`src/rtl/dist_hist_gen.sv`:
```
// Population distribution histogram: counts samples below median +/- k*MAD
// thresholds and streams |count - target| per bin on a ready/valid port.
module dist_hist_gen #(
  parameter int unsigned POPSIZE = 100,
  parameter int unsigned DW      = 8,
  parameter int unsigned FW      = 8,
  parameter int unsigned NUM_K   = 3,
  parameter int unsigned CW      = $clog2(POPSIZE + 1)
) (
  input  logic                        clk,
  input  logic                        rst,
  input  logic                        start,
  input  logic                        abort,
  input  logic [DW-1:0]               median,
  input  logic [DW+FW-1:0]            mad,
  input  logic [CW-1:0]               target,
  output logic                        rd_en,
  output logic [$clog2(POPSIZE)-1:0]  rd_addr,
  input  logic                        rd_vld,
  input  logic [DW-1:0]               rd_data,
  output logic                        out_vld,
  input  logic                        out_rdy,
  output logic [$clog2(2*NUM_K)-1:0]  out_idx,
  output logic [CW-1:0]               out_data,
  output logic                        out_last,
  output logic                        busy,
  output logic                        done
);

  localparam int unsigned AW   = $clog2(POPSIZE);
  localparam int unsigned BINS = 2 * NUM_K;
  localparam int unsigned IW   = $clog2(BINS);
  localparam int unsigned TW   = DW + FW + $clog2(NUM_K) + 1;

  typedef enum logic [1:0] {IDLE, READ, SEND} state_t;
  state_t state_q, state_d;

  logic [DW-1:0]    med_q;
  logic [DW+FW-1:0] mad_q;
  logic [CW-1:0]    tgt_q;
  logic [TW-1:0]    thr_q [BINS];
  logic [TW-1:0]    thr_d [BINS];
  logic [TW-1:0]    kmad  [BINS];
  logic [CW-1:0]    cnt_q [BINS];
  logic [CW-1:0]    resp_q;
  logic             thr_load_q;
  logic [IW-1:0]    idx_q;
  logic             rd_en_q;
  logic [AW-1:0]    rd_addr_q;
  logic             done_q;

  logic             start_acc, resp_acc, last_resp, last_bin, hs;
  logic [TW-1:0]    med_fx, samp_fx;
  logic [CW-1:0]    cur_cnt, diff;

  assign start_acc = (state_q == IDLE) && start && !abort;
  assign resp_acc  = (state_q == READ) && rd_vld && (resp_q < CW'(POPSIZE));
  assign last_resp = resp_acc && (resp_q == CW'(POPSIZE - 1));
  assign last_bin  = (idx_q == IW'(BINS - 1));
  assign hs        = (state_q == SEND) && out_rdy;

  assign med_fx  = TW'(med_q) << FW;
  assign samp_fx = TW'(rd_data) << FW;

  // Even bins add k*MAD, odd bins subtract it with a floor at zero
  always_comb begin
    for (int unsigned j = 0; j < BINS; j++) begin
      kmad[j] = TW'(j / 2 + 1) * TW'(mad_q);
      if ((j % 2) == 0)
        thr_d[j] = med_fx + kmad[j];
      else if (kmad[j] > med_fx)
        thr_d[j] = '0;
      else
        thr_d[j] = med_fx - kmad[j];
    end
  end

  always_comb begin
    state_d = state_q;
    case (state_q)
      IDLE: if (start_acc) state_d = READ;
      READ: if (last_resp) state_d = SEND;
      SEND: if (hs && last_bin) state_d = IDLE;
      default: state_d = IDLE;
    endcase
    if (abort) state_d = IDLE;
  end

  always_ff @(posedge clk or posedge rst) begin
    if (rst) state_q <= IDLE;
    else     state_q <= state_d;
  end

  always_ff @(posedge clk or posedge rst) begin
    if (rst) begin
      med_q      <= '0;
      mad_q      <= '0;
      tgt_q      <= '0;
      resp_q     <= '0;
      thr_load_q <= 1'b0;
      idx_q      <= '0;
      rd_en_q    <= 1'b0;
      rd_addr_q  <= '0;
      done_q     <= 1'b0;
      for (int unsigned j = 0; j < BINS; j++) begin
        thr_q[j] <= '0;
        cnt_q[j] <= '0;
      end
    end else begin
      thr_load_q <= start_acc;
      done_q     <= hs && last_bin && !abort;
      if (thr_load_q) begin
        for (int unsigned j = 0; j < BINS; j++) thr_q[j] <= thr_d[j];
      end

      if (start_acc) begin
        med_q  <= median;
        mad_q  <= mad;
        tgt_q  <= target;
        resp_q <= '0;
        idx_q  <= '0;
        for (int unsigned j = 0; j < BINS; j++) cnt_q[j] <= '0;
      end else if (resp_acc) begin
        resp_q <= resp_q + CW'(1);
        for (int unsigned j = 0; j < BINS; j++) begin
          if (samp_fx < thr_q[j]) cnt_q[j] <= cnt_q[j] + CW'(1);
        end
      end else if (hs && !abort) begin
        idx_q <= last_bin ? '0 : idx_q + IW'(1);
      end

      // Address issue runs independently of response arrival
      if (abort) begin
        rd_en_q <= 1'b0;
      end else if (start_acc) begin
        rd_en_q   <= 1'b1;
        rd_addr_q <= '0;
      end else if (rd_en_q) begin
        if (rd_addr_q == AW'(POPSIZE - 1)) rd_en_q <= 1'b0;
        else                                rd_addr_q <= rd_addr_q + AW'(1);
      end
    end
  end

  assign cur_cnt = cnt_q[idx_q];
  assign diff    = (cur_cnt >= tgt_q) ? (cur_cnt - tgt_q) : (tgt_q - cur_cnt);

  assign rd_en    = rd_en_q;
  assign rd_addr  = rd_addr_q;
  assign out_vld  = (state_q == SEND);
  assign out_idx  = idx_q;
  assign out_data = (state_q == SEND) ? diff : '0;
  assign out_last = (state_q == SEND) && last_bin;
  assign busy     = (state_q != IDLE);
  assign done     = done_q;

endmodule
```
`config.mk`:
```
export PLATFORM = sky130hd
export DESIGN_NAME = dist_hist_gen
export DESIGN_NICKNAME = d
export VERILOG_FILES = /design/src/rtl/dist_hist_gen.sv
export SDC_FILE = /design/constraint.sdc
export NUM_CORES = 1
export LEC_CHECK = 0
export CORE_AREA = 4 4 186 152
export CTS_CLUSTER_SIZE = 40
export DETAILED_ROUTE_END_ITERATION = 12
export DIE_AREA = 0 0 190 156
export GPL_TIMING_DRIVEN = 0
export PLACE_DENSITY_LB_ADDON = 0.08
export SLEW_MARGIN = 10
export SYNTH_ARGS = -nofsm -noshare
export SYNTH_HDL_FRONTEND = slang
export SYNTH_SLANG_ARGS = --single-unit
```
`constraint.sdc`:
```
create_clock -name clk -period 6.46 [get_ports clk]
set_input_delay 1.615 -clock clk [delete_from_list [all_inputs] [get_ports clk]]
set_output_delay 1.615 -clock clk [all_outputs]
set_load 0.05 [all_outputs]
```
==> flow_summary.ini <==
[drt]
drt-total-wl_mm = 36.96
firstDrtPassIters = 5
drc = 0
routedWlPerCell_um = 19.67
drt_iter0_drc = 791
post_drt_via_cell_ratio = 5.628
ant_nets = 0
vias = 10575

[layout]
syn_to_final_growth_pct = 14.64
finalNonFillerCells = 1879
num-nets-final = 1701
layout_common_cells = 192 x dfrtp_1, 141 x ha_1, 136 x nand2_1
diodes = 0
mostFrequentLayoutCell = dfrtp_1
drive_gt1_share_pct = 6.965

[yosys]
syn_inst = 1415
netlist_area_sq_mm = 0.01303
ys_top_cells_by_area = dfrtp_1 37%, ha_1 14%, xnor2_1 4.4%
yosys_warnings = 0
postSynthAreaPerCell_sq_um = 9.208
yosysTopAreaCellShare_pct = 37.07
synth_seq_cells = 193
synthArstFlopShare_pct = 100.0
yosysUniqueCellTypes = 78
yosysSeqAreaShare_pct = 37.07
synth-edff-count = 0
synth_flop_cell = dfrtp_1
synth_area_leader_cell = dfrtp_1
synth_nets = 1607

[worst_setup_path]
cp-end-kind = primary output
r2r_cells = 17
cp.arrival_ps = 4500
r2r_end = thr_q[18]
cp.required_ps = 4850
r2r_start = mad_q[0]
startpoint = out_idx[0]
worst-r2r-setup-slack_ps = 1760
path_cells = buf_4, mux4_2, a21oi_1, inv_1, ha_1, a311oi_1, nand3b_1, a41o_1, clkbuf_1, mux2_2, o22ai_1, a211o_1, a211oi_2, clkdlybuf4s15_2
slowest_stage = mux4_2
max_stage_delay_ps = 490
path_max_fanout = 7
crit_end = out_data[6]
start_kind = flip-flop
path_class = flip-flop to primary output

[cts]
cts_tree = done
h-tree-depth = 4
clk_latency_ps = 450
cts_buffer_depth = 2
cts.sinks = 193
holdBufCountCts = 0
root_buffer = clkbuf_16
cts_made_buffers = 17
cts.clk_slew.worst_paths_ps = 80

[global_routing]
grt_start_max_net_pins = 34
grtUsageMet3_pct = 7.248
grtUsageMet2_pct = 32.89
globalRouteOverflowTotal = 0
grt_pass1_vias = 10002
grt.total_usage_pct = 25.24
met1_usage_pct = 41.24
busiest_layer = met1
grt_pass1_wl_mm = 57.94
antenna_found_initial = 0

[sta]
whs_ps = 490.5
finalSetupViolCount = 0
min_period_ps = 6110
finalCritPeriodShare_pct = 94.58
fmax_mhz = 163.7
relSlewSlack_pct = 37.39
tightestPinTransition_ps = 934.8
fin_skew_ps = 11.86
hold_viol = 0
slew_violations = 0
fin_tns_setup_ps = 0
rsz0062_at_grt = false
setup_ws_ps = 349.9

[place]
dp_hpwl_mm = 28.72
dp.cells = 1845
port_buffers = 66
gp_congestion = 0.9113
post-place-ws_ps = -410.4

[die]
core_sq_mm = 0.02619
die_x_um = 190
die_h_um = 156
io_pins = 67
start_util_pct = 49.74
row_count = 53
die_area_sq_mm = 0.02964

[job]
drv_cap = 0

[power_and_ir_drop]
p_leak_nw = 6.913
ir_drop_mv = 0.2292
power_density_mw_per_mm2 = 351.6
power_mw = 5.251

[hold_path]
hold_path_class = flip-flop to flip-flop

[run_status]
status = finished, final reports clean
registers in the layout, indices dropped and copies added, names as in the netlist:
signal and flops:
mad_q 16, state_q 2, thr_q 98, done 1, med_q 8, resp_q 7
out_idx 3, rd_addr 7, thr_load_q 1, cnt_q 42, rd_en 1, tgt_q 7
cells by family (layout without fill, tap and decap cells):
group                      after synthesis  after routing  synth area share (%)
AOI/OAI and AO/OA                      334            334                 17.05
adders and majority gates              147            147                 14.46
buffers and inverters                  181            288                 5.560
and+or+nand+nor                        418            418                 15.07
DFF                                    193            193                 37.07
muxes                                   45             45                 4.273
xor gates and xnor gates                97             97                 6.521
metal layers:
metal  part of all wire, %  routed length (um)
met5                     0                   0
met4                  0.93                 343
met3                   7.9                2917
met2                    38               13960
met1                    53               19740
worst min path at each step:
stage                         start         to  slack (ps)  depth (start not counted)
after floorplan           cnt_q[34]  cnt_q[34]         440                          1
final                     thr_q[53]  thr_q[53]         490                          2
after global placement    thr_q[82]  thr_q[82]         460                          1
after detailed placement  thr_q[78]  thr_q[78]         470                          1
after CTS                 thr_q[53]  thr_q[53]         490                          2
after global routing      thr_q[81]  thr_q[81]         500                          1
critical path, delay by kind of cell, from the launching register on:
family	cells	cell delay, ps
adder cells (fa/ha/maj)	1	350
AND/OR/NAND/NOR	1	140
buffers and inverters	4	870
AO/OA/AOI/OAI	6	1440
flip-flops	1	450
multiplexers	2	790
where the power goes:
part	switching (mW)	internal [mW]
Clock	0.547	0.592
Sequential	0.228	1.48
Combinational	1.43	0.973
Total	2.20	3.05
Yosys cell counts (all sizes together) (5+ instances only):
cell type	count
o21a	9
or3	7
o21bai	15
ha	141
mux2	15
a41o	5
inv	132
o31ai	10
nand4	14
o211ai	9
a211oi	9
buf	14
o41ai	5
nand2	136
nor2b	8
and3	17
xor2	31
xnor2	66
nor2	133
nand2b	11
a21o	23
o2bb2ai	23
nor4	11
a31oi	11
fa	6
clkbuf	34
nor3	26
o22ai	22
dfrtp	193
a21oi	84
nor3b	5
nand3	23
mux2i	23
o21ai	82
mux4	7
through the flow:
step / util (%) / instance area, sq um
floorplan: - / 13040
global route: 57.02 / 14940
finish: 57.02 / 14940
CTS: 56.85 / 14890
global placement: 54.00 / 14140
detailed placement: 54.51 / 14280
cell type report:
type                            instances  area [sq um]
Tap cell                              357         446.7
Sequential cell                       193          4831
Clock inverter                         15         193.9
Multi-Input combinational cell       1041          7493
Inverter                              132         499.2
Clock buffer                           17         425.4
Fill cell                            2367         11260
Timing Repair Buffer                   77         822.0
Buffer                                 47         225.2
what timing repair did:
item / in CTS / in global routing
buffers inserted: 0 / 4
resized for setup: 7 / 3
endpoints found under the setup margin: 6 / 6
Note: power is estimated with default switching activity, not from simulation.
